===== src/rtl/up_down_counter_bounded.sv =====
// ---------------------------------------------------------------------------
// up_down_counter_bounded
//
// General-purpose up/down counter with bounds [min_val, max_val] that can be
// changed at runtime. It supports a programmable step size, wrap or saturate
// behaviour at the bounds, a clamped load, boundary flags and sticky
// overflow/underflow flags. Intended uses are timers, address walkers and
// modulo sequencers.
//
// Parameters
//   WIDTH     : width of count, bounds and load value (>= 2)
//   STEP_W    : width of the step input (1..WIDTH)
//   RESET_VAL : count value after reset (not clamped into the bounds)
//
// Ports
//   clk        : rising-edge clock
//   reset      : asynchronous assert, active-high reset
//   enable     : advance the count by one step this cycle
//   up_down    : 1 = count up, 0 = count down
//   load       : load load_val this cycle, clamped into the bounds
//   load_val   : value to load
//   step       : step magnitude; 0 means hold
//   min_val    : inclusive unsigned lower bound
//   max_val    : inclusive unsigned upper bound
//   sat_mode   : 0 = wrap at the bound, 1 = saturate at the bound
//   clr_flags  : clear ovf_sticky and unf_sticky
//   count      : current count (registered)
//   at_max     : count == max_val
//   at_min     : count == min_val
//   bound_hit  : one-cycle pulse; the previous update wrapped or saturated
//   ovf_sticky : set by any up-direction bound event
//   unf_sticky : set by any down-direction bound event
//   cfg_err    : min_val > max_val
// ---------------------------------------------------------------------------
module up_down_counter_bounded #(
  parameter int               WIDTH     = 8,
  parameter int               STEP_W    = 4,
  parameter logic [WIDTH-1:0] RESET_VAL = '0
) (
  input  logic              clk,
  input  logic              reset,
  input  logic              enable,
  input  logic              up_down,
  input  logic              load,
  input  logic [WIDTH-1:0]  load_val,
  input  logic [STEP_W-1:0] step,
  input  logic [WIDTH-1:0]  min_val,
  input  logic [WIDTH-1:0]  max_val,
  input  logic              sat_mode,
  input  logic              clr_flags,
  output logic [WIDTH-1:0]  count,
  output logic              at_max,
  output logic              at_min,
  output logic              bound_hit,
  output logic              ovf_sticky,
  output logic              unf_sticky,
  output logic              cfg_err
);

  localparam int EW = WIDTH + 1;

  logic [WIDTH-1:0] count_q, count_d;
  logic             hit_q, hit_d;
  logic             ovf_q, ovf_d;
  logic             unf_q, unf_d;

  logic             cfg_err_w;
  logic             step_nz;
  logic [WIDTH-1:0] step_w;
  logic [EW-1:0]    step_x;
  logic [EW-1:0]    count_x;
  logic [EW-1:0]    min_x;
  logic [EW-1:0]    max_x;
  logic [EW-1:0]    up_sum;
  logic [EW-1:0]    dn_floor;
  logic [WIDTH-1:0] dn_diff;
  logic             up_evt;
  logic             dn_evt;
  logic [WIDTH-1:0] load_clamped;
  logic             ovf_set;
  logic             unf_set;

  assign cfg_err_w = (min_val > max_val);
  assign step_nz   = |step;

  // All bound comparisons use one extra bit, so count+step can never wrap
  // silently. This also catches a count that already lies above max_val.
  assign step_w   = WIDTH'(step);
  assign step_x   = EW'(step);
  assign count_x  = EW'(count_q);
  assign min_x    = EW'(min_val);
  assign max_x    = EW'(max_val);
  assign up_sum   = count_x + step_x;
  assign dn_floor = min_x + step_x;
  assign up_evt   = (up_sum > max_x);
  // This test is count < min + step, written so the subtraction cannot
  // go negative. It also catches a count that lies below min_val.
  assign dn_evt   = (count_x < dn_floor);
  // Used only when dn_evt is clear, so it cannot underflow.
  assign dn_diff  = count_q - step_w;

  // Clamp the load value. With inverted bounds there is no valid range,
  // so the upper bound wins and the result never exceeds max_val.
  always_comb begin
    load_clamped = load_val;
    if (load_val > max_val) begin
      load_clamped = max_val;
    end else if (!cfg_err_w && (load_val < min_val)) begin
      load_clamped = min_val;
    end
  end

  // Next-state logic. Priority: load, then an enabled step, then hold.
  // A zero step or an inverted bound configuration makes enable a hold.
  always_comb begin
    count_d = count_q;
    hit_d   = 1'b0;
    ovf_set = 1'b0;
    unf_set = 1'b0;
    if (load) begin
      count_d = load_clamped;
    end else if (enable && step_nz && !cfg_err_w) begin
      if (up_down) begin
        if (up_evt) begin
          count_d = sat_mode ? max_val : min_val;
          hit_d   = 1'b1;
          ovf_set = 1'b1;
        end else begin
          count_d = up_sum[WIDTH-1:0];
        end
      end else begin
        if (dn_evt) begin
          count_d = sat_mode ? min_val : max_val;
          hit_d   = 1'b1;
          unf_set = 1'b1;
        end else begin
          count_d = dn_diff;
        end
      end
    end
  end

  // A set in the same cycle as a clear wins, so no bound event is lost.
  assign ovf_d = ovf_set | (ovf_q & ~clr_flags);
  assign unf_d = unf_set | (unf_q & ~clr_flags);

  always_ff @(posedge clk or posedge reset) begin
    if (reset) begin
      count_q <= RESET_VAL;
      hit_q   <= 1'b0;
      ovf_q   <= 1'b0;
      unf_q   <= 1'b0;
    end else begin
      count_q <= count_d;
      hit_q   <= hit_d;
      ovf_q   <= ovf_d;
      unf_q   <= unf_d;
    end
  end

  assign count      = count_q;
  assign at_max     = (count_q == max_val);
  assign at_min     = (count_q == min_val);
  assign bound_hit  = hit_q;
  assign ovf_sticky = ovf_q;
  assign unf_sticky = unf_q;
  assign cfg_err    = cfg_err_w;

endmodule


===== config.mk =====
export PLATFORM = sky130hd
export DESIGN_NAME = up_down_counter_bounded
export DESIGN_NICKNAME = d
export VERILOG_FILES = /design/src/rtl/up_down_counter_bounded.sv
export SDC_FILE = /design/constraint.sdc
export NUM_CORES = 1
export LEC_CHECK = 0
export CAP_MARGIN = 15
export CORE_MARGIN = 1
export CORE_UTILIZATION = 50
export CTS_BUF_LIST = sky130_fd_sc_hd__clkbuf_2 sky130_fd_sc_hd__clkbuf_4 sky130_fd_sc_hd__clkbuf_8
export CTS_CLUSTER_SIZE = 20
export DETAILED_ROUTE_END_ITERATION = 10
export PLACE_DENSITY = 0.77
export SKIP_LAST_GASP = 1
export SYNTH_ARGS = -nofsm -noshare
export SYNTH_HDL_FRONTEND = slang
export SYNTH_SLANG_ARGS = --single-unit

===== constraint.sdc =====
create_clock -name clk -period 4.64 [get_ports clk]
set_input_delay 0.928 -clock clk [delete_from_list [all_inputs] [get_ports clk]]
set_output_delay 0.928 -clock clk [all_outputs]
set_load 0.01 [all_outputs]

* After elaboration in Yosys (flattened, before gate mapping)
Index checks and enable logic that the tools add are counted.
** Storage, ports and cells
- Flip-flop bits (word level) :: 11
- Logic and storage cells :: 45
- Output and inout port bits :: 14
** Operators by class
- $add $sub $neg :: 3
- Equality and inequality tests :: 2
- Order comparisons :: 5
- Multiplexer cells :: 20
- Reductions and logical operators :: 6
- Bitwise gates (word level) :: 5
** Operators by type and width (number)
- two-way mux 8 bit :: 9
- adder 8 x 4 -> 9 bit :: 2
- == test 8 bit :: 2
- > comparator 8 bit :: 2
- two-way mux 1 bit :: 11
- > comparator 9 x 8 -> 1 bit :: 1
- less-than comparator 8 x 9 -> 1 bit :: 1
- less-than comparator 8 bit :: 1
- subtractor 8 x 4 -> 8 bit :: 1
- OR reduction 4 bit :: 1
- logical AND 1 bit :: 3
- AND 1 bit :: 2
- bitwise OR 1 bit :: 2
- nonzero test 2 bit :: 1
- logical NOT 1 bit :: 1
- inverter 1 bit :: 1

* Depth between registers and ports, before layout
- Depth after elaboration :: 7
- Gate-level depth with buffers :: 16
- Mapped depth without buffers :: 14

* Worst setup path before layout
Ideal clock, no wire load.
- Path type :: input -> register
- Start point :: input port step[2]
- End point :: register count_q[6] (netlist: count[6])
- Slack :: 0.894 ns
- Stages :: 15
- Setup time :: 0.126 ns
- Arrival :: 3.620 ns
- Cell sequence :: inv_1 > ha_1 > buf_6 > nand2b_1 > a2bb2oi_2 > nand3_1 > xnor2_1 > ha_1 > a21o_1 > a2111oi_0 > o21ai_1 > buf_6 > mux2i_1 > o22ai_1 > o32a_1
** Between the ends
- Cells in the longest elaborated chain, start to end :: 6
- Elaborated cells between the ends (all ways) :: 14
** RTL lines
- start, declared :: line 46 : input logic [STEP_W-1:0] step,
- adder 8 x 4 -> 9 bit (on tied branches) :: line 94, 93
- less-than comparator 8 x 9 -> 1 bit or > comparator 9 x 8 -> 1 bit (tied branches) :: line 98, 95
- two-way mux 8 bit (on tied branches) :: line 132, 124
- two-way mux 8 bit :: line 123 : if (up_down) begin
- two-way mux 8 bit :: line 122 : end else if (enable && step_nz && !cfg_err_w) begin
- two-way mux 8 bit :: line 120 : if (load) begin
- end signal, assigned :: line 154 : count_q <= count_d;
- end, declared :: line 62 : logic [WIDTH-1:0] count_q, count_d;
Parallel ways exist; a longest one is shown, timed or not. The select of a mux whose other input is x is not followed.
A chain may end at the register's enable or synchronous reset.

* Final worst setup path
- Start point :: input port step[0]
- End point :: register count_q[0] (netlist: count[0])
Same word-level chain as after synthesis.

==> impl_metrics.prom <==
# TYPE chip_impl_metric gauge
chip_impl_metric{name="netlist.area_leader.share",unit=""} 0.229
chip_impl_metric{name="synth_area_per_cell",unit="um2"} 8.06
chip_impl_metric{name="cellInternalPower",unit="W"} 0.000602
chip_impl_metric{name="reg2reg_slack",unit="ns"} 1.00
chip_impl_info{name="worst_setup_path_start_kind",value="input pin"} 1
chip_impl_metric{name="clk_pin_slew_worst_paths",unit="ns"} 0.05
chip_impl_metric{name="cts_setup_buffers",unit=""} 0
chip_impl_metric{name="core.rowCount",unit=""} 26
chip_impl_metric{name="power.share.combinational",unit=""} 0.736
chip_impl_metric{name="timing_worst_slew_pin_value",unit="ns"} 0.976
chip_impl_info{name="cp_common_cell",value="ha_1"} 1
chip_impl_info{name="yosys.area.top_type",value="ha_1"} 1
chip_impl_info{name="ys_dominant_reg_cell",value="dfrtp_1"} 1
chip_impl_metric{name="synth.net_count",unit=""} 427
chip_impl_metric{name="insertion_delay",unit="ns"} 0.25
chip_impl_metric{name="synth.lib_cells_used.distinct",unit=""} 55
chip_impl_info{name="ranking_of_synthesized_cells_by_area",value="ha_1 (23%), dfrtp_1 (10%), xnor2_1 (8.3%), mux2i_1 (7.0%), inv_1 (3.7%)"} 1
chip_impl_metric{name="antenna_found_initial",unit=""} 0
chip_impl_metric{name="maxCapViolations",unit=""} 0
chip_impl_metric{name="async_reset_ff_frac",unit=""} 1.00
chip_impl_metric{name="tritoncts_num_sinks",unit=""} 11
chip_impl_metric{name="chipHeight",unit="um"} 75.9
chip_impl_metric{name="worst-r2r-cell-count",unit=""} 14
chip_impl_metric{name="numPortBuffers",unit=""} 48
chip_impl_metric{name="finalSetupTns",unit="ns"} 0
chip_impl_metric{name="floorplan.die.width",unit="um"} 75.9
chip_impl_info{name="regToRegEndpoint",value="count[0]"} 1
chip_impl_metric{name="filler_cell_count",unit=""} 460
chip_impl_metric{name="finalClockSkew",unit="ns"} 0.00357
chip_impl_metric{name="post_route_cells_drive_above_1_share",unit=""} 0.0648
chip_impl_metric{name="total_power",unit="W"} 0.00112
chip_impl_info{name="crit_path_end_kind",value="flip-flop"} 1
chip_impl_metric{name="power.ir.vdd_worst",unit="uV"} 232
chip_impl_metric{name="seq_area_frac_synth",unit=""} 0.101
chip_impl_metric{name="timing.hold.ws",unit="ns"} 0.516
chip_impl_metric{name="power_switching",unit="W"} 0.000519
chip_impl_metric{name="synthSimpleGateAreaFrac",unit=""} 0.148
chip_impl_metric{name="drt_first_pass_iters",unit=""} 5
chip_impl_metric{name="grt_overflow_total",unit=""} 0
chip_impl_info{name="cts_tree",value="yes"} 1
chip_impl_metric{name="static-leakage-power",unit="nW"} 1.52
chip_impl_metric{name="synth_cells",unit=""} 339
chip_impl_metric{name="grt_util_all_layers",unit=""} 0.280
chip_impl_metric{name="cp_data_arrival_time",unit="ns"} 4.49
chip_impl_metric{name="average_routed_wire_per_standard_cell",unit="um"} 17.1
chip_impl_info{name="run_status",value="complete, no violations"} 1
chip_impl_metric{name="setup-violations-final",unit=""} 0
chip_impl_metric{name="clock.fmax",unit="MHz"} 229
chip_impl_metric{name="drt_first_iter_violations",unit=""} 223
chip_impl_metric{name="grt_first_pass_wirelength",unit="mm"} 13.0
chip_impl_metric{name="worst-path-max-fanout",unit=""} 5
chip_impl_info{name="hold_end",value="ovf_sticky"} 1
chip_impl_metric{name="post_cts_resize_count",unit=""} 0
chip_impl_metric{name="routed_wl",unit="mm"} 7.82
chip_impl_metric{name="postCtsHoldBufs",unit=""} 0
chip_impl_metric{name="fp.dieArea",unit="um2"} 5760
chip_impl_metric{name="xor_and_xnor_fraction_of_the_mapped_netlist_area",unit=""} 0.106
chip_impl_metric{name="dpl.hpwl",unit="mm"} 6.39
chip_impl_info{name="critPathKind",value="in -> reg"} 1
chip_impl_info{name="min_delay_path_class",value="reg -> reg"} 1
chip_impl_metric{name="place.gp.congestion",unit=""} 0.953
chip_impl_metric{name="power_switching_share",unit=""} 0.463
chip_impl_metric{name="cts_buffer_depth",unit=""} 2
chip_impl_metric{name="grt_max_degree",unit=""} 29
chip_impl_info{name="grt_setup_unrepaired",value="no"} 1
chip_impl_metric{name="clock_network_power_share",unit=""} 0.098
chip_impl_metric{name="grt_pass1_vias",unit=""} 2616
chip_impl_metric{name="cellPowerDensity",unit="nW/um2"} 335
chip_impl_metric{name="design.core.area",unit="um2"} 5170
chip_impl_metric{name="synth_compound_area_frac",unit=""} 0.228
chip_impl_metric{name="area_growth",unit="%"} 22.4
chip_impl_metric{name="insertedDiodeCount",unit=""} 0
chip_impl_info{name="cp_cell_sequence",value="clkdlybuf4s50_1 > ha_1 > fa_1 > nand2b_1 > a2bb2oi_2 > xor2_1 > ha_1 > a21oi_1 > nor2_1 > a2111oi_0 > o21ai_1 > buf_4 > mux2_2 > o22ai_1 > o32a_1"} 1
chip_impl_metric{name="cpPeakStageDelay",unit="ns"} 0.50
chip_impl_metric{name="synth.mux.area_fraction",unit=""} 0.0944
chip_impl_metric{name="initial_utilization",unit=""} 0.528
chip_impl_metric{name="htree_num_levels",unit=""} 1
chip_impl_metric{name="final_min_period_over_clock_period",unit=""} 0.940
chip_impl_metric{name="pin_count",unit=""} 49
chip_impl_metric{name="sequentialPowerShare",unit=""} 0.166
chip_impl_metric{name="timing_max_transition_violations_final",unit=""} 0
chip_impl_info{name="dominant_combinational_cell_family_by_area_after_synthesis",value="adder cells"} 1
chip_impl_metric{name="slew_headroom",unit=""} 0.347
chip_impl_metric{name="via_count_of_the_routed_design",unit=""} 2733
chip_impl_metric{name="synth-warning-count",unit=""} 0
chip_impl_metric{name="number_of_cells_on_the_worst_hold_path",unit=""} 1
chip_impl_info{name="cts.root.buffer_cell",value="clkbuf_8"} 1
chip_impl_metric{name="synth_edf_count",unit=""} 0
chip_impl_metric{name="final_nets",unit=""} 475
chip_impl_metric{name="min_period",unit="ns"} 4.36
chip_impl_metric{name="route.antenna.remaining_nets",unit=""} 0
chip_impl_metric{name="finalHoldViolCount",unit=""} 0
chip_impl_info{name="cp_slowest_cell",value="clkdlybuf4s50_1"} 1
chip_impl_metric{name="critical_path_required",unit="ns"} 4.77
chip_impl_metric{name="synthesis.area",unit="um2"} 2730
chip_impl_metric{name="post_synth_fa_ha_maj_area_fraction",unit=""} 0.251
chip_impl_info{name="reg2reg_from",value="count[0]"} 1
chip_impl_metric{name="drcViolationCount",unit=""} 0
chip_impl_metric{name="numCtsBuffers",unit=""} 3
chip_impl_metric{name="ys_seq_elements",unit=""} 11
chip_impl_metric{name="post_drt_via_cell_ratio",unit=""} 5.99
chip_impl_info{name="worstHoldStart",value="ovf_sticky"} 1
per-stage QoR:
stage / worst slack, ns / utilization / instances / instance area, um2
after floorplan: 0.894 / - / 339 / 2730
after detailed placement: 0.102 / 0.637 / 452 / 3300
after global routing: 0.0232 / 0.647 / 456 / 3340
final: 0.280 / 0.647 / 456 / 3340
after global placement: 0.163 / 0.637 / 452 / 3300
after CTS: 0.276 / 0.647 / 456 / 3340
worst max path at each step:
| stage | to | cells after the start | slack (ns) | startpoint |
|---|---|---|---|---|
| 2_1_floorplan | count[6] | 15 | 0.89 | step[2] |
| 3_3_place_gp | count[0] | 16 | 0.16 | step[1] |
| 3_5_place_dp | count[0] | 16 | 0.10 | step[1] |
| 4_1_cts | count[0] | 15 | 0.28 | step[0] |
| 5_1_grt | count[6] | 16 | 0.02 | step[0] |
| 6_report | count[0] | 15 | 0.28 | step[0] |
cell families after synthesis:
family,Yosys count
compound gates,90
flops,11
simple gates,84
mux,25
xor+xnor,33
buf+inv,43
fa+ha+maj,53
state kept, by name (all words and copies together) (netlist names):
register and flops:
count 8, ovf_sticky 1, bound_hit 1, unf_sticky 1
synthesized netlist by cell type (8+ instances only):
cell type  instances
a21oi_1           15
dfrtp_1           11
ha_1              50
inv_1             27
mux2i_1           19
nand2_1           20
nand4_1            9
nor2_1            24
o21ai_0           17
o22ai_1            8
xnor2_1           26
critical path: cells and delay by family:
kind | cells | cell delay [ns]
AO/OA/AOI/OAI | 6 | 1.25
XOR/XNOR | 1 | 0.24
adder cells (fa/ha/maj) | 3 | 0.99
buffers and inverters | 2 | 0.68
multiplexers | 1 | 0.22
AND/OR/NAND/NOR | 2 | 0.17
cell usage in the layout (no fill, tap or decap), types with 9 or more instances in the layout:
cell type,count
o21ai_0,17
nand2_1,20
ha_1,50
nor2_1,24
clkdlybuf4s50_1,48
inv_1,27
buf_4,9
a21oi_1,15
xnor2_1,26
mux2i_1,19
dfrtp_1,11
nand4_1,9
power by group through the flow:
| stage | Combinational [W] | Sequential, W | Clock, W |
|---|---|---|---|
| floorplan | 0.000597 | 0.000160 | 0 |
| global placement | 0.000792 | 0.000187 | 0 |
| detailed placement | 0.000810 | 0.000188 | 0 |
| CTS | 0.000817 | 0.000186 | 0.000112 |
| global route | 0.000906 | 0.000192 | 0.000113 |
| finish | 0.000825 | 0.000187 | 0.000110 |
per-layer routing:
layer  track usage  routed length, um
met5             0                  0
met4        0.0712                172
met3        0.0337                423
met2         0.480               3690
met1         0.370               3530
layout make-up:
| class | count | area, um2 | share of cell area |
|---|---|---|---|
| inverters | 28 | 105 | 0.0314 |
| multi-input cells | 285 | 2260 | 0.676 |
| clock buffers | 4 | 48.8 | 0.0146 |
| repair buffers | 58 | 568 | 0.170 |
| flip-flops and latches | 11 | 275 | 0.0823 |
| well taps | 70 | 87.6 | 0.0262 |
No activity file was read; power rests on OpenSTA's default activity.
